**src/rtl/fetch_pkg.sv**
```systemverilog
// Shared types and constants for the instruction fetch / prefetch path.
package fetch_pkg;

  localparam int XLEN = 32;
  localparam logic [31:0] NOP_INSTR = 32'h0000_0013;

  typedef struct packed {
    logic [XLEN-1:0] pc;
    logic [XLEN-1:0] instr;
  } fetch_entry_t;

  // Ceiling log2, never below 1 so it can size a vector directly.
  function automatic int clog2(input int value);
    int result;
    result = 0;
    while ((1 << result) < value) result++;
    return (result < 1) ? 1 : result;
  endfunction

endpackage

```
**src/rtl/fetch_buffer.sv**
```systemverilog
// Synchronous FIFO holding fetched {pc, instr} words; flush empties it in one cycle.
module fetch_buffer
  import fetch_pkg::*;
#(
  parameter int DEPTH = 4,
  parameter int WIDTH = 64,
  localparam int CW = clog2(DEPTH + 1),
  localparam int PW = clog2(DEPTH)
) (
  input  logic             clk,
  input  logic             rst,
  input  logic             push,
  input  logic             pop,
  input  logic             flush,
  input  logic [WIDTH-1:0] push_data,
  output logic [WIDTH-1:0] head_data,
  output logic [CW-1:0]    count,
  output logic             full,
  output logic             empty
);

  logic [WIDTH-1:0] mem [DEPTH];
  logic [PW-1:0]    wr_ptr;
  logic [PW-1:0]    rd_ptr;

  always_ff @(posedge clk or posedge rst) begin
    if (rst) begin
      wr_ptr <= '0;
      rd_ptr <= '0;
      count  <= '0;
    end else if (flush) begin
      wr_ptr <= '0;
      rd_ptr <= '0;
      count  <= '0;
    end else begin
      if (push) wr_ptr <= wr_ptr + PW'(1);
      if (pop)  rd_ptr <= rd_ptr + PW'(1);
      count <= count + CW'(push) - CW'(pop);
    end
  end

  // Storage needs no reset: count gates every read of it.
  always_ff @(posedge clk) begin
    if (push && !flush) mem[wr_ptr] <= push_data;
  end

  assign head_data = mem[rd_ptr];
  assign full      = (count == CW'(DEPTH));
  assign empty     = (count == '0);

endmodule

```
**src/rtl/fetch_prefetch_unit.sv**
```systemverilog
// IF stage with a prefetch queue: issues sequential fetches under a credit limit
// and squashes responses that belong to a stream abandoned by a redirect.
module fetch_prefetch_unit
  import fetch_pkg::*;
#(
  parameter int              XLEN     = fetch_pkg::XLEN,
  parameter int              DEPTH    = 4,
  parameter int              MAX_OUT  = 2,
  parameter logic [XLEN-1:0] RESET_PC = '0
) (
  input  logic            clk,
  input  logic            rst,
  input  logic            stall,
  input  logic            PCSrcE,
  input  logic [XLEN-1:0] PCTargetE,
  output logic            imem_req_valid,
  input  logic            imem_req_ready,
  output logic [XLEN-1:0] imem_req_addr,
  input  logic            imem_rsp_valid,
  input  logic [XLEN-1:0] imem_rsp_data,
  output logic            ValidF,
  output logic [XLEN-1:0] InstrF,
  output logic [XLEN-1:0] PCF,
  output logic [XLEN-1:0] PCPlus4F
);

  localparam int CW = clog2(DEPTH + 1);
  localparam int OW = clog2(MAX_OUT + 1);

  logic [XLEN-1:0]   fetch_pc;
  logic [XLEN-1:0]   rsp_pc;
  logic [OW-1:0]     outstanding;
  logic [OW-1:0]     drop_cnt;
  logic [CW-1:0]     buf_count;
  logic              buf_full;
  logic              buf_empty;
  logic [2*XLEN-1:0] buf_head;
  logic [XLEN-1:0]   target_aligned;
  logic [31:0]       occupancy;
  logic              req_fire;
  logic              rsp_push;
  logic              deq;

  // Request handshake: a transfer happens on a rising edge where valid && ready.
  // Valid may fall without ready (credit exhausted or redirect); while it stays
  // high the address does not change. Responses carry no ready and come in order.
  assign target_aligned = {PCTargetE[XLEN-1:2], 2'b00};
  // Live words = buffered + in flight and not doomed to be dropped.
  assign occupancy = 32'(buf_count) + 32'(outstanding) - 32'(drop_cnt);
  assign imem_req_valid = !rst && !PCSrcE && (32'(outstanding) < 32'(MAX_OUT))
                          && (occupancy < 32'(DEPTH));
  assign imem_req_addr  = fetch_pc;
  assign req_fire       = imem_req_valid && imem_req_ready;
  assign rsp_push       = imem_rsp_valid && (drop_cnt == '0) && !PCSrcE;
  assign deq            = !buf_empty && !stall && !PCSrcE;

  always_ff @(posedge clk or posedge rst) begin
    if (rst) begin
      fetch_pc    <= RESET_PC;
      rsp_pc      <= RESET_PC;
      outstanding <= '0;
      drop_cnt    <= '0;
    end else begin
      if (PCSrcE) begin
        fetch_pc <= target_aligned;
        rsp_pc   <= target_aligned;
        drop_cnt <= outstanding - OW'(imem_rsp_valid);
      end else begin
        if (req_fire) fetch_pc <= fetch_pc + XLEN'(4);
        if (rsp_push) rsp_pc   <= rsp_pc + XLEN'(4);
        if (imem_rsp_valid && (drop_cnt != '0)) drop_cnt <= drop_cnt - OW'(1);
      end
      outstanding <= outstanding + OW'(req_fire) - OW'(imem_rsp_valid);
    end
  end

  fetch_buffer #(
    .DEPTH (DEPTH),
    .WIDTH (2 * XLEN)
  ) u_fetch_buffer (
    .clk       (clk),
    .rst       (rst),
    .push      (rsp_push),
    .pop       (deq),
    .flush     (PCSrcE),
    .push_data ({rsp_pc, imem_rsp_data}),
    .head_data (buf_head),
    .count     (buf_count),
    .full      (buf_full),
    .empty     (buf_empty)
  );

  assign ValidF   = !buf_empty;
  assign PCF      = buf_empty ? '0 : buf_head[2*XLEN-1:XLEN];
  assign InstrF   = buf_empty ? '0 : buf_head[XLEN-1:0];
  assign PCPlus4F = PCF + XLEN'(4);

  no_push_when_full : assert property (@(posedge clk) disable iff (rst) !(rsp_push && buf_full));

endmodule

```
**config.mk**
```make
export PLATFORM = sky130hd
export DESIGN_NAME = fetch_prefetch_unit
export DESIGN_NICKNAME = d
export VERILOG_FILES = /design/src/rtl/fetch_pkg.sv /design/src/rtl/fetch_buffer.sv /design/src/rtl/fetch_prefetch_unit.sv
export SDC_FILE = /design/constraint.sdc
export NUM_CORES = 1
export LEC_CHECK = 0
export ABC_AREA = 1
export CORE_MARGIN = 2
export CORE_UTILIZATION = 45
export CTS_BUF_LIST = sky130_fd_sc_hd__clkbuf_8 sky130_fd_sc_hd__clkbuf_16
export DETAILED_ROUTE_END_ITERATION = 8
export PLACE_DENSITY = 0.67
export SETUP_SLACK_MARGIN = 0.02
export SLEW_MARGIN = 15
export SYNTH_ARGS = -nofsm -noshare
export SYNTH_HDL_FRONTEND = slang
export SYNTH_SLANG_ARGS = --single-unit
export TNS_END_PERCENT = 50
```
**constraint.sdc**
```tcl
create_clock -name clk -period 6 [get_ports clk]
set_input_delay 0.6 -clock clk [delete_from_list [all_inputs] [get_ports clk]]
set_output_delay 0.6 -clock clk [all_outputs]
set_load 0.1 [all_outputs]
```
== After elaboration in Yosys (flattened, before gate mapping) ==
Memory sizes are Yosys's and may differ from the RTL's.
Cells that the tools add are included.

* Register bits after elaboration: 75
* Output and inout bits: 130
* Bits of input ports: 70
* Logic and storage cells: 59
* Memories kept: 1
* Memory bits (writable): 256

* Reductions and logical operators: 21
* Order comparisons: 2
* $add $sub $neg: 13
* Mux-type cells: 15

{| class="wikitable"
|+ Memories
! memory !! words !! width !! rd ports !! clocked after memory_dff !! wr ports !! RTL line !! text
|-
| u_fetch_buffer.mem || 4 || 64 || 1 || 0 || 1 || fetch_buffer.sv:22 || <nowiki>logic [WIDTH-1:0] mem [DEPTH];</nowiki>
|}

{| class="wikitable"
|+ Operators by type and width
! kind !! count
|-
| 32-bit 2-to-1 mux || 6
|-
| 32-bit by 3-bit adder with 32-bit output (second input constant) || 3
|-
| 32-bit by 3-bit less-than comparator with 1-bit output (second input constant) || 1
|-
| 2-bit 2-to-1 mux || 6
|-
| 1-bit logical AND || 10
|-
| 2-bit nonzero test || 5
|-
| 4-bit by 2-bit subtractor with 5-bit output || 1
|-
| 2-bit by 1-bit adder with 2-bit output (second input constant) || 2
|-
| 3-bit by 2-bit adder with 4-bit output || 1
|-
| 1-bit logical NOT || 4
|-
| 2-bit by 1-bit subtractor with 2-bit output || 2
|-
| 3-bit by 1-bit adder with 3-bit output || 1
|-
| 3-bit logical NOT || 1
|-
| 3-bit 2-to-1 mux || 1
|-
| 3-bit by 1-bit subtractor with 3-bit output || 1
|-
| 2-bit by 1-bit adder with 2-bit output || 1
|-
| 2-bit logical NOT || 1
|-
| 2-bit less-than comparator (second input constant) || 1
|-
| 1-bit 2-to-1 mux || 2
|-
| 2-bit by 1-bit subtractor with 2-bit output (second input constant) || 1
|}

== Depth between registers and ports, before layout ==
* Word-level depth: 7
* Mapped depth: 16
* Depth with buffers taken out: 14

== Modules after synthesis ==
From an unflattened synthesis, not the netlist that was laid out.

* Cell total of the unflattened synthesis: 1840
* Area, all modules: 16743.6 sq um

{| class="wikitable"
|+ Modules (own cells, without submodules)
! module !! cells an instance !! area an instance (sq um) !! sequential area each (sq um) !! instances
|-
| fetch_buffer || 801 || 10547.6 || 7862.5 || 1
|-
| fetch_prefetch_unit || 1039 || 6195.9 || 1601.5 || 1
|}

== Worst setup path after synthesis ==
OpenSTA, ideal clock, no wires.

* Path type: register -> output
* Start point: register u_fetch_buffer.count[2]
* End point: output PCPlus4F[18]
* Buffers on the path: 2
* Required time: 5400 ps
* Setup slack: 611 ps
* Arrival: 4789 ps
* Stages on the path, launching flop included: 12
* Cell sequence: dfrtp_1 inv_2 nand3_4 buf_6 buf_4 nand2_1 inv_1 ha_1 nand3_4 nor2_2 nand2_1 xor2_1

* Word-level cells in the longest chain between the ends: 3

{| class="wikitable"
|+ Ends and longest elaborated chain
! item !! RTL line !! text
|-
| from (decl) || fetch_buffer.sv:17 || <nowiki>output logic [CW-1:0] count,</nowiki>
|-
| from (signal assigned) || fetch_buffer.sv:38 || <nowiki>count <= count + CW'(push) - CW'(pop);</nowiki>
|-
| 3-bit logical NOT || fetch_buffer.sv:49 || <nowiki>assign empty = (count == '0);</nowiki>
|-
| 32-bit 2-to-1 mux || fetch_prefetch_unit.sv:94 || <nowiki>assign PCF = buf_empty ? '0 : buf_head[2*XLEN-1:XLEN];</nowiki>
|-
| named net PCF[2] || fetch_prefetch_unit.sv:23 || <nowiki>output logic [XLEN-1:0] PCF,</nowiki>
|-
| 32-bit by 3-bit adder with 32-bit output || fetch_prefetch_unit.sv:96 || <nowiki>assign PCPlus4F = PCF + XLEN'(4);</nowiki>
|-
| to (decl) || fetch_prefetch_unit.sv:24 || <nowiki>output logic [XLEN-1:0] PCPlus4F</nowiki>
|}

The timed path passes the listed nets, and every way through them passes these cells.

== Final worst setup path ==
* Start point: register u_fetch_buffer.rd_ptr[0]
* End point: output PCPlus4F[28]

* Word-level cells in the longest chain between the ends: 3

{| class="wikitable"
|+ Ends and longest elaborated chain
! item !! RTL line !! text
|-
| from (decl) || fetch_buffer.sv:24 || <nowiki>logic [PW-1:0] rd_ptr;</nowiki>
|-
| from (signal assigned) || fetch_buffer.sv:37 || <nowiki>if (pop) rd_ptr <= rd_ptr + PW'(1);</nowiki>
|-
| memory 4 x 64 bit || - ||
|-
| 32-bit 2-to-1 mux || fetch_prefetch_unit.sv:94 ||
|-
| 32-bit by 3-bit adder with 32-bit output || fetch_prefetch_unit.sv:96 ||
|}

Every way passes these cells.

==> flow_summary.json <==
{
  "status": "finished, final reports clean",
  "holdCritStartpoint": "PCSrcE",
  "grt_max_degree": 125,
  "max_slew_margin_pct": 31.9,
  "muxShareOfSynthArea_pct": 0,
  "grt.busiest_layer": "met2",
  "vias_per_cell": 5.16,
  "antenna_found_initial": 0,
  "synthToLayoutAreaGrowth_pct": 20.8,
  "clockBufferDepth": 3,
  "place_congestion": 0.965,
  "synth-edff-count": 248,
  "cts_tree": "done",
  "post-route-period-util_pct": 85.4,
  "synth.distinct_cells": 44,
  "critPathRequiredTime_ps": 5400,
  "dr.pass1.iters": 5,
  "die_height_um": 193,
  "drive_gt1_share_pct": 6.86,
  "critPathCaptureType": "primary output",
  "drtIter0Drc": 846,
  "n_antenna_cell": 0,
  "routedWlPerCell_um": 16.4,
  "postCtsSetupRepairBufs": 0,
  "path_common_cell": "nand2_1",
  "critPathKind": "reg2out",
  "critPathLaunch": "u_fetch_buffer.rd_ptr[0]$_DFFE_PP0P_",
  "path_clk_slew_ps": 50,
  "synth_xor_area_share_pct": 2.63,
  "start_kind": "flop",
  "fmax_mhz": 195,
  "slew_viol_final": 0,
  "hpwl_um": 26200,
  "vias": 12500,
  "critPathMaxStageDelay_ps": 1130,
  "start_util_pct": 45.4,
  "synth_compound_area_share_pct": 5.57,
  "root_buffer": "clkbuf_16",
  "tns_ps": 0,
  "finalSetupViolCount": 0,
  "r2r_start": "outstanding[1]$_DFF_PP0_",
  "synth_adder_area_share_pct": 1.58,
  "synth_area_sq_mm": 0.0160,
  "fin_crit_ps": 5120,
  "groute.usage.overall_pct": 21.8,
  "drv_cap": 0,
  "synth_top_family_by_area": "simple AND/OR/NAND/NOR gates",
  "crit_fanout": 79,
  "use_met2_pct": 35.9,
  "crit_arrival_ps": 4520,
  "htreeDepth": 2,
  "drc_errors": 0,
  "reg2reg_depth": 12,
  "die-width_um": 193,
  "ant_nets": 0,
  "synthFlopType": "edfxtp_1",
  "cts.sinks": 319,
  "dieArea_sq_mm": 0.0371,
  "hold_path_class": "in2reg",
  "ys_warn_count": 0,
  "postCtsHoldBufs": 0,
  "clock_skew_ps": 20.3,
  "yosys.cell_count.top_type": "nand2_1",
  "synthDominantCellAreaShare_pct": 46.5,
  "use_met3_pct": 2.76,
  "core.rowCount": 69,
  "hold_viol": 0,
  "async_flop_share_pct": 22.3,
  "hold_slack_ps": 443,
  "io_pins": 200,
  "nNetsFinal": 2030,
  "grt_pass1_wl_um": 63200,
  "overflow": 0,
  "wl_um": 39700,
  "synth_seq_area_share_pct": 57.6,
  "crit_chain": "buf_4 -> nand2_1 -> nand3_1 -> nand2_1 -> nor2_4 -> nand2_1 -> nor2_2 -> nand2_1 -> nor2_1 -> nand3_1 -> nand2_1 -> clkdlybuf4s50_1",
  "syn_avg_cell_area_sq_um": 9.08,
  "grt_setup_unrepaired": "no",
  "tightestPinTransition_ps": 1020,
  "cts_buffers": 35,
  "slowest_stage": "clkdlybuf4s50_1",
  "postSynthCellCount": 1764,
  "grt_pass1_vias": 12000,
  "insertion_delay_ps": 510,
  "synthSimpleGateAreaFrac_pct": 26.0,
  "met1_usage_pct": 30.4,
  "core_area_sq_mm": 0.0353,
  "synth_top_cells_by_area": "edfxtp_1, nand2_1, dfrtp_1, nor2_1, nand3_1",
  "synth-seq-cells": 319,
  "synth_top_area_cell": "edfxtp_1",
  "cts.repair.resized": 0,
  "port_buffers": 191,
  "min_path_cells": 2,
  "synth_common_cells": "nand2_1, nor2_1, edfxtp_1"
}
-- area by class of cell --
cell class              count  area, sq um
fillers                  3078        16000
flip-flops and latches    319         9230
multi-input cells        1211         5780
repair buffers            205         2050
clock buffers              36          890
inverters                 169          644
well taps                 461          577
clock inverters            27          173
-- worst paths after layout --
path	to	slack, ps
worst min-delay path	u_fetch_buffer.count[1]$_DFF_PP0_	440
worst min register to register	imem_req_addr[3]$_DFFE_PP0P_	550
worst max-delay path	PCPlus4F[28]	880
max in group asynchronous	u_fetch_buffer.rd_ptr[0]$_DFFE_PP0P_	4590
min in group asynchronous	outstanding[0]$_DFF_PP0_	710
worst max register to register	imem_req_addr[27]$_DFFE_PP0P_	2340
-- through the flow --
stage	instances	cell area [sq um]	setup slack, ps	utilization, %
floorplan	1769	16000	611	-
global placement	2365	18300	1440	51.8
detailed placement	2365	18300	1400	51.8
CTS	2428	19300	861	54.8
global route	2428	19300	511	54.8
finish	2428	19300	875	54.8
-- registers in the layout (all words and copies together) (netlist names) --
| name | cells |
|---|---|
| rsp_pc | 30 |
| imem_req_addr | 30 |
| u_fetch_buffer.rd_ptr | 2 |
| drop_cnt | 2 |
| u_fetch_buffer.wr_ptr | 2 |
| u_fetch_buffer.mem | 248 |
| u_fetch_buffer.count | 3 |
| outstanding | 2 |
-- placed cells by master, fill, tap and decap left out, types with 2 or more instances in the layout --
cell and n:
nor2_4 17, ha_1 17, o221ai_1 3, edfxtp_1 248, buf_4 12, inv_1 159, clkinvlp_4 4, clkinv_1 8
or2_2 2, xor2_1 40, o21bai_1 3, nand3_4 2, nand2_2 9, clkdlybuf4s50_1 189, a21oi_1 52, nor3_2 2
a31oi_1 2, nor2_1 258, o21ai_0 97, o31ai_1 2, xnor2_1 8, nor2_2 11, buf_12 3, dfrtp_1 69
nand3_1 130, o21ai_1 2, inv_6 5, clkbuf_16 35, o211ai_1 8, clkinv_2 4, inv_2 13, nand4_1 23
nand2_1 476, nor3_1 24, nand3_2 8, fa_1 2, conb_1 6
-- cell families after synthesis --
group	Yosys count
AND/OR/NAND/NOR	969
flip-flops	319
buffers and inverters	239
AO/OA/AOI/OAI	169
XOR/XNOR	48
adder cells (fa/ha/maj)	19
other	1
-- worst max-delay path, delay by kind of cell, from the launching register on --
kind,cells,cell delay [ps]
buffers and inverters,2,1850
and+or+nand+nor,10,1260
DFF,1,820
-- per-layer routing --
| layer | routed length, um | up-vias | part of all wire, % |
|---|---|---|---|
| li1 | - | 6152 | - |
| met1 | 17600 | 5872 | 44 |
| met2 | 18400 | 446 | 46 |
| met3 | 2760 | 61 | 7.0 |
| met4 | 973 | 0 | 2.4 |
| met5 | 0 | - | 0 |
Power is left out: the tool's default activity adds up to more than one toggle a clock period on the data nets, which glitch-free logic cannot reach.
